### config.mk
export PLATFORM = sky130hd
export DESIGN_NAME = ppu_update_seq
export DESIGN_NICKNAME = d
export VERILOG_FILES = /design/src/rtl/ppu_update_seq_pkg.sv /design/src/rtl/ppu_update_seq_edge_det.sv /design/src/rtl/ppu_update_seq.sv
export SDC_FILE = /design/constraint.sdc
export NUM_CORES = 1
export LEC_CHECK = 0
export ABC_AREA = 1
export ABC_CLOCK_PERIOD_IN_PS = 2900
export CORE_MARGIN = 8
export CORE_UTILIZATION = 52
export DETAILED_ROUTE_END_ITERATION = 8
export GPL_ROUTABILITY_DRIVEN = 0
export MAX_ROUTING_LAYER = met4
export PLACE_DENSITY = 0.9
export SLEW_MARGIN = 20
export SYNTH_ARGS = -nofsm -noshare
export SYNTH_HDL_FRONTEND = slang
export SYNTH_SLANG_ARGS = --single-unit
### constraint.sdc
create_clock -name clock -period 2.9 [get_ports clock]
set_clock_uncertainty 0.2 [all_clocks]
set_input_delay 0.87 -clock clock [delete_from_list [all_inputs] [get_ports clock]]
set_output_delay 0.87 -clock clock [all_outputs]
set_load 0.005 [all_outputs]
### src/rtl/ppu_update_seq_pkg.sv
// Shared definitions for the PPU shadow-table update sequencer: state
// encoding, write-target codes and table entry widths.
package ppu_update_seq_pkg;

  localparam int SPR_W  = 30;
  localparam int STAT_W = 22;
  localparam int OFF_W  = 12;

  typedef enum logic [1:0] {
    ST_OPEN = 2'd0,
    ST_PEND = 2'd1,
    ST_UPD  = 2'd2,
    ST_ACK  = 2'd3
  } seq_state_t;

  localparam logic [1:0] SEL_SPR  = 2'b00;
  localparam logic [1:0] SEL_STAT = 2'b01;
  localparam logic [1:0] SEL_OFF  = 2'b10;
  localparam logic [1:0] SEL_RSVD = 2'b11;

  // True when a write targets an entry that really exists.
  function automatic logic wr_in_range(input logic [1:0] sel, input logic [2:0] idx,
                                       input int nspr, input int nstat);
    case (sel)
      SEL_SPR:  return int'(idx) < nspr;
      SEL_STAT: return int'(idx) < nstat;
      SEL_OFF:  return 1'b1;
      default:  return 1'b0;
    endcase
  endfunction

endpackage

### src/rtl/ppu_update_seq_edge_det.sv
// Registered edge detector: flags the cycle in which the input first shows
// its active level (POL) after having been inactive on the previous edge.
module ppu_edge_det #(
  parameter logic POL = 1'b0
) (
  input  logic clock,
  input  logic reset,
  input  logic sig,
  output logic rise
);

  logic hist_q;

  always_ff @(posedge clock or negedge reset) begin
    if (!reset) hist_q <= ~POL;
    else        hist_q <= sig;
  end

  assign rise = (sig == POL) && (hist_q != POL);

endmodule

### src/rtl/ppu_update_seq.sv
// Double-buffered sprite/static/offset tables presented to the PPU on vsync.
// Optional PEND watchdog enabled by defining PPU_SEQ_WATCHDOG_EN.
module ppu_update_seq
  import ppu_update_seq_pkg::*;
#(
  parameter int NSPR      = 6,
  parameter int NSTAT     = 6,
  parameter int VSYNC_POL = 0,
  parameter int WD_CYCLES = 2000000
) (
  input  logic                    clock,
  input  logic                    reset,
  input  logic                    vsync,
  input  logic                    wr_valid,
  output logic                    wr_ready,
  input  logic [1:0]              wr_sel,
  input  logic [2:0]              wr_idx,
  input  logic [SPR_W-1:0]        wr_data,
  input  logic                    commit_req,
  output logic                    commit_ack,
  output logic [SPR_W*NSPR-1:0]   sprites,
  output logic [STAT_W*NSTAT-1:0] statics,
  output logic [OFF_W-1:0]        offset_x,
  output logic [OFF_W-1:0]        offset_y,
  output logic                    update,
  output logic [7:0]              frame_cnt,
  output logic                    err
);

  seq_state_t        state_q;
  logic [7:0]        frame_q;
  logic              err_q;
  logic              vs_rise;
  logic              wd_fire;
  logic              wr_fire;
  logic [SPR_W-1:0]  spr_q  [NSPR];
  logic [STAT_W-1:0] stat_q [NSTAT];
  logic [OFF_W-1:0]  offx_q;
  logic [OFF_W-1:0]  offy_q;

  ppu_edge_det #(.POL(VSYNC_POL != 0)) u_vsync_edge (
    .clock (clock),
    .reset (reset),
    .sig   (vsync),
    .rise  (vs_rise)
  );

`ifdef PPU_SEQ_WATCHDOG_EN
  localparam int WD_W = $clog2(WD_CYCLES + 1);
  logic [WD_W-1:0] wd_cnt_q;

  always_ff @(posedge clock or negedge reset) begin
    if (!reset)                  wd_cnt_q <= '0;
    else if (state_q == ST_PEND) wd_cnt_q <= wd_fire ? '0 : wd_cnt_q + 1'b1;
    else                         wd_cnt_q <= '0;
  end

  assign wd_fire = (state_q == ST_PEND) && (wd_cnt_q == WD_W'(WD_CYCLES - 1));
`else
  assign wd_fire = 1'b0;
`endif

  // Sequencer: an edge only counts once the commit is already pending.
  always_ff @(posedge clock or negedge reset) begin
    if (!reset) begin
      state_q <= ST_OPEN;
      frame_q <= '0;
    end else begin
      case (state_q)
        ST_OPEN: if (commit_req) state_q <= ST_PEND;
        ST_PEND: if (vs_rise || wd_fire) state_q <= ST_UPD;
        ST_UPD: begin
          state_q <= ST_ACK;
          frame_q <= frame_q + 8'd1;
        end
        default: state_q <= ST_OPEN;
      endcase
    end
  end

  assign wr_ready   = (state_q == ST_OPEN);
  assign update     = (state_q == ST_UPD);
  assign commit_ack = (state_q == ST_ACK);
  assign frame_cnt  = frame_q;
  assign wr_fire    = wr_valid && wr_ready;

  // Shadow tables only change while the sequencer is open.
  always_ff @(posedge clock or negedge reset) begin
    if (!reset) begin
      for (int i = 0; i < NSPR; i++)  spr_q[i]  <= '0;
      for (int i = 0; i < NSTAT; i++) stat_q[i] <= '0;
      offx_q <= '0;
      offy_q <= '0;
      err_q  <= 1'b0;
    end else if (wr_fire) begin
      if (!wr_in_range(wr_sel, wr_idx, NSPR, NSTAT)) begin
        err_q <= 1'b1;
      end else begin
        case (wr_sel)
          SEL_SPR:  spr_q[wr_idx]  <= wr_data;
          SEL_STAT: stat_q[wr_idx] <= wr_data[STAT_W-1:0];
          default: begin
            offx_q <= wr_data[OFF_W-1:0];
            offy_q <= wr_data[2*OFF_W-1:OFF_W];
          end
        endcase
      end
    end
  end

  always_comb begin
    sprites = '0;
    statics = '0;
    for (int i = 0; i < NSPR; i++)  sprites[i*SPR_W +: SPR_W]   = spr_q[i];
    for (int i = 0; i < NSTAT; i++) statics[i*STAT_W +: STAT_W] = stat_q[i];
  end

  assign offset_x = offx_q;
  assign offset_y = offy_q;
  assign err      = err_q;

endmodule

# After elaboration in Yosys (flattened, before gate mapping)
# Cells that the tools add are included.
[word_totals]
reg_bits = 348
inputBits = 40
[op_classes]
n_bitwise = 4
magnitude_cmp = 3
n_eq_ne = 7
reduce_logical = 11
mux = 11
n_addsub = 1
[ops]
columns = ["cell", "n"]
rows = [
  ["$bwmux 180", 1],
  ["$bwmux 132", 1],
  ["$demux 30 s3", 1],
  ["$demux 22 s3", 1],
  ["$mux 30", 1],
  ["$mux 22", 1],
  ["$reduce_and 3->1", 3],
  ["$add 8x1->8 const B", 1],
  ["$eq 2x2->1 const B", 3],
  ["$pmux 2 s3", 1],
  ["$eq 2x1->1 const B", 2],
  ["$ge 4x4->1 const B", 1],
  ["$logic_not 2->1", 2],
  ["$lt 4x1->1 const B", 1],
  ["$mux 2", 2],
  ["$ne 2x1->1 const B", 2],
  ["$not 3->4", 1],
  ["$reduce_and 2->1", 2],
  ["$logic_and 1x1->1", 3],
  ["$lt 3x3->1 const B", 1],
  ["$not 1->1", 3],
  ["$pmux 1 s2", 1],
  ["$reduce_or 2->1", 1],
  ["$mux 1", 1],
]

# Depth between registers and ports, before layout
[logic_depth]
ltp_word = 6
ltp_mapped = 9

# Cells and area by module
# Synthesis repeated with hierarchy kept, for this count alone.
[hier_totals]
hier_cells = 1562
hier_area_um2 = 13857.0
[by_module_without_submodules]
columns = ["module", "area_each_um2", "n_inst", "cells_each"]
rows = [
  ["ppu_update_seq", 13820.8, 1, 1559],
  ["ppu_edge_det", 36.3, 1, 3],
]

# Least setup slack after synthesis
# OpenSTA, ideal clock, no wires.
[synth_path]
path_type = "input port to flip-flop"
startpoint = "input port wr_idx[1]"
endpoint = "register spr_q (netlist bit sprites[31])"
path_stages = 8
path_slack_ns = 0.837
arrival_ns = 1.746
required_ns = 2.583
setup_ns = 0.117
cell_sequence = "nand2_1 -> nand2_1 -> nor2_2 -> buf_2 -> nand2_1 -> clkbuf_1 -> nand2_1 -> nand2_1"
[synth_via]
elab_chain_len = 6
[synth_lines]
columns = ["item", "line", "source"]
rows = [
  ["start: declaration", "ppu_update_seq.sv:17", "input logic [2:0] wr_idx,"],
  ["$not 3->4 (not written as such)", "ppu_update_seq.sv:100", "SEL_SPR: spr_q[wr_idx] <= wr_data;"],
  ["$ge 4x4->1 (not written as such) / $lt 4x1->1 (equally long branches)", "ppu_update_seq.sv:100", ""],
  ["$logic_and 1x1->1 (not written as such)", "ppu_update_seq.sv:100", ""],
  ["$mux 30 (not written as such)", "ppu_update_seq.sv:100", ""],
  ["$demux 30 s3", "ppu_update_seq.sv:100", ""],
  ["$bwmux 180", "ppu_update_seq.sv:100", ""],
  ["end signal: indexed assignment", "ppu_update_seq.sv:100", ""],
  ["end: declaration", "ppu_update_seq.sv:36", "logic [SPR_W-1:0] spr_q [NSPR];"],
]
# Parallel ways exist; a longest one is shown, timed or not. The select of a mux whose other input is x is not followed.
# A chain may end at the register's enable or synchronous reset.

# Worst setup path in the final report
[layout_path]
startpoint = "register state_q[0]"
endpoint = "output port update"
[layout_via]
elab_chain_len = 1
[layout_lines]
columns = ["item", "line", "source"]
rows = [
  ["start: declaration", "ppu_update_seq.sv:30", "seq_state_t state_q;"],
  ["start signal: assignment", "ppu_update_seq.sv:66", "state_q <= ST_OPEN;"],
  ["start signal: assignment", "ppu_update_seq.sv:70", "ST_OPEN: if (commit_req) state_q <= ST_PEND;"],
  ["start signal: assignment", "ppu_update_seq.sv:71", "ST_PEND: if (vs_rise || wd_fire) state_q <= ST_UPD;"],
  ["$eq 2x2->1", "ppu_update_seq.sv:82", "assign update = (state_q == ST_UPD);"],
  ["end: declaration", "ppu_update_seq.sv:25", "output logic update,"],
]
# Every way passes these cells.

==> summary.md <==
| Metric | Value |
|---|---|
| Power Dens Cells | 808 mW/mm² |
| Via total after detailed routing | ~13000 |
| Final setup fails | 0 |
| Synthesized Nets | around 1600 |
| Pint | 11.1 mW |
| Critical path origin | state_q[0]$_DFFE_PN0P_ |
| DRC viols | 0 |
| Placed Area | 0.0184 mm² |
| Area of the multi-input gates | ~0.0045 mm² |
| Clk pwr share | between 20% and 30% |
| Clock transition at path regs | 60 ps |
| Fin area | 0.0196 mm² |
| Cell area after synthesis | approximately 0.014 mm² |
| Drt first pass iters | 8 |
| Max frequency | 357 MHz |
| Seq pwr share | 43.1% |
| Max cap viols | 0 |
| Pre-CTS setup slack | -8.41 ps |
| Skew-Pair Late Insertion Delay | a little over 500 ps |
| FF-to-FF End | sprites[27]$_DFFE_PN0P_ |
| Pin count of the biggest net entering global routing | 75 |
| Max Root-Sink Buffers | 3 |
| Fill cell count | approximately 1600 |
| Status | complete, no violations |
| Critical-path cell list | inv_2, ha_4, clkdlybuf4s50_1 |
| Starting Density | between 50% and 60% |
| GRT Max-Usage Layer | met2 |
| FF+latch area | about 0.0087 mm² |
| Crit-path max FO | 6 |
| CP endpoint kind | output port |
| H-tree depth | 2 |
| Slowest stage delay, CP | about 510 ps |
| Die outline height | between 150 and 200 µm |
| RSZ-0062 raised after global routing | false |
| Rows | 59 |
| Tmin final | 2800 ps |
| GRT Residual Overflow | 0 |
| Req. time, crit path | between 1500 and 2000 ps |
| Die X | roughly 180 µm |
| RR Startpoint | state_q[1]$_DFFE_PN0P_ |
| Util after Layout | 75.0% |
| M3 GR Usage | under 10% |
| Total Die Area | 0.0321 mm² |
| Switch Pwr | ~4.7 mW |
| Critical Path AT | 1730 ps |
| Layout Area Growth over Synthesis | 41.4% |
| Sw Share | 29.9% |
| Final period utilization | about 97% |
| Routed Antenna Nets | 0 |
| Slowest cell on crit path | clkdlybuf4s50_1 |
| Post-synth top area share | between 60% and 70% |
| CTS root buf | clkbuf_16 |
| Post-synthesis cell type count | 19 |
| CTS tree | done |
| WL per Instance | around 23 µm |
| Final slew viol count | 0 |
| Relative slew slack | a little under two thirds |
| Vias per Instance | approximately 5.8 |
| Antenna violations before repair | 2 |
| CTS buffer count | 36 |
| Number of I/O pins | slightly below 400 |
| Clk sinks | ~350 |
| Seq/Total Area, Yosys | between 60% and 70% |
| Yosys warns | 0 |
| Max VDD drop | 0.535 mV |
| Number of global-route vias before repair | ~13000 |
| Met1 Use GR | 39.9% |
| Setup ws final | 96.6 ps |
| Number of port buffers | 387 |
| Syn_area_per_cell | 8.86 µm² |
| M2 GR Usage | 51.0% |
| DRT iter0 DRCs | 1571 |
| Global-route wire length before repair | 79100 µm |
| Total Routing Usage GR | 33.5% |
| HPWL after DPL | roughly 35000 µm |
| Final Hold Viols | 0 |
| DRT Wirelength | about 53000 µm |
| Min-Delay Path Class | primary input to asynchronous set/reset pin |
| Post-synthesis cell count | between 1500 and 2000 |
| Dominant cell type by area after synthesis | dfrtp_1 |
| Combinational share of power | between 20% and 30% |
| Core area | 0.0261 mm² |
| R2R Setup Slk | 570 ps |
| End of the critical path | update |
| Share of cells above drive strength 1 | approximately 7.4% |
| R2r worst-path depth | 8 |
| Synth Register Bits | between 300 and 400 |
| Path type of the worst setup path | register to output port |
| Worst setup SP type | register |
| Setup TNS | 0 ps |
| Layout net count | between 1500 and 2000 |
| Slew @ Worst Pin | ~550 ps |
| LEAKAGE | roughly 10 nW |
| Synth top area cells | dfrtp_1 63%, nand2_1 19%, nand3_1 11% |
worst min-delay path by stage:
stage	startpoint	to	slack (ps)
final	reset	sprites[179]$_DFFE_PN0P_	100
after floorplan	sprites[0]$_DFFE_PN0P_	sprites[0]$_DFFE_PN0P_	270
after CTS	reset	sprites[179]$_DFFE_PN0P_	110
after detailed placement	sprites[140]$_DFFE_PN0P_	sprites[140]$_DFFE_PN0P_	260
after global routing	reset	sprites[179]$_DFFE_PN0P_	120
after global placement	err$_DFFE_PN0P_	err$_DFFE_PN0P_	250
kinds of logic after synthesis:
kind of cell,Yosys count,synth area share [%]
DFF,348,62.8
adders and majority gates,5,0.451
xor gates and xnor gates,5,0.316
buffers and inverters,163,4.78
and+or+nand+nor,1018,30.6
AOI/OAI and AO/OA,26,0.966
worst max-delay path, delay by kind of cell (launching register included):
family,cells,cell delay [ps]
adder cells (fa/ha/maj),1,180
buffers and inverters,2,620
flip-flops,1,430
what timing repair did:
action	in CTS	in global routing
endpoints found under the setup margin	1	2
setup buffers	0	1
gates resized for setup	1	3
hold buffers	0	0
routing by layer:
metal  vias to the layer above  wire, µm
li1                       5727         -
met3                       240      6430
met4                         0      3390
met1                      6397     18800
met2                      1015     24200
met5                         -         0
sequential cells by signal, summed over array words and instances (netlist names):
signal	count
statics	132
err	1
frame_cnt	8
state_q	2
offset_y	12
sprites	180
u_vsync_edge.hist_q	1
offset_x	12
synthesized netlist by cell type:
library cell and number:
nand2_1 687, dfrtp_1 347, nand3_1 318, clkbuf_1 74
buf_2 40, inv_1 40, o21ai_0 25, buf_1 8
ha_1 5, nor2_1 5, nor2_2 4, xor2_1 3
nor3_2 2, xnor2_1 2, a31o_2 1, dfstp_2 1
inv_2 1, nand4_1 1, or2_2 1
final cells by class:
type | instances | share of cell area [%]
antenna | 2 | 0.0255
clock buffer | 46 | 4.95
clock inverter | 17 | 0.824
inverter | 41 | 0.785
multi-input combinational | 1054 | 23.2
sequential | 348 | 44.5
tap | 335 | 2.14
timing repair buffer | 463 | 23.6
cell usage in the layout (no fill, tap or decap):
cell type | synthesis | final
inv_2 | 1 | 2
clkdlybuf4s50_1 | 0 | 385
buf_8 | 0 | 1
xnor2_1 | 2 | 2
a31o_2 | 1 | 1
diode_2 | 0 | 2
ha_4 | 0 | 1
nor3_4 | 0 | 2
clkbuf_16 | 0 | 37
o21ai_0 | 25 | 25
buf_12 | 0 | 14
nor2_1 | 5 | 3
clkbuf_8 | 0 | 1
nor2_4 | 0 | 6
dfstp_2 | 1 | 1
clkbuf_1 | 74 | 8
nand3_1 | 318 | 318
inv_1 | 40 | 39
or2_2 | 1 | 1
dlymetal6s2s_1 | 0 | 1
xor2_1 | 3 | 3
inv_6 | 0 | 3
nand2_1 | 687 | 687
dfrtp_1 | 347 | 347
ha_1 | 5 | 4
clkinvlp_4 | 0 | 6
bufinv_16 | 0 | 2
clkinv_2 | 0 | 6
nand4_1 | 1 | 1
buf_4 | 0 | 62
power groups by stage:
stage	combinational, mW	sequential [mW]	clock, mW
2_1_floorplan	1.16	6.78	0
3_3_place_gp	4.26	6.80	0
3_5_place_dp	4.46	6.83	0
4_1_cts	4.51	6.79	4.54
5_1_grt	4.86	6.93	4.73
6_report	4.50	6.83	4.50
stage by stage:
step	hold WS [ps]	instances	total power, mW
2_1_floorplan	265	1565	7.94
3_3_place_gp	250	2240	11.1
3_5_place_dp	257	2240	11.3
4_1_cts	114	2303	15.8
5_1_grt	124	2306	16.5
6_report	96.6	2306	15.8
No activity file was read; power rests on OpenSTA's default activity.
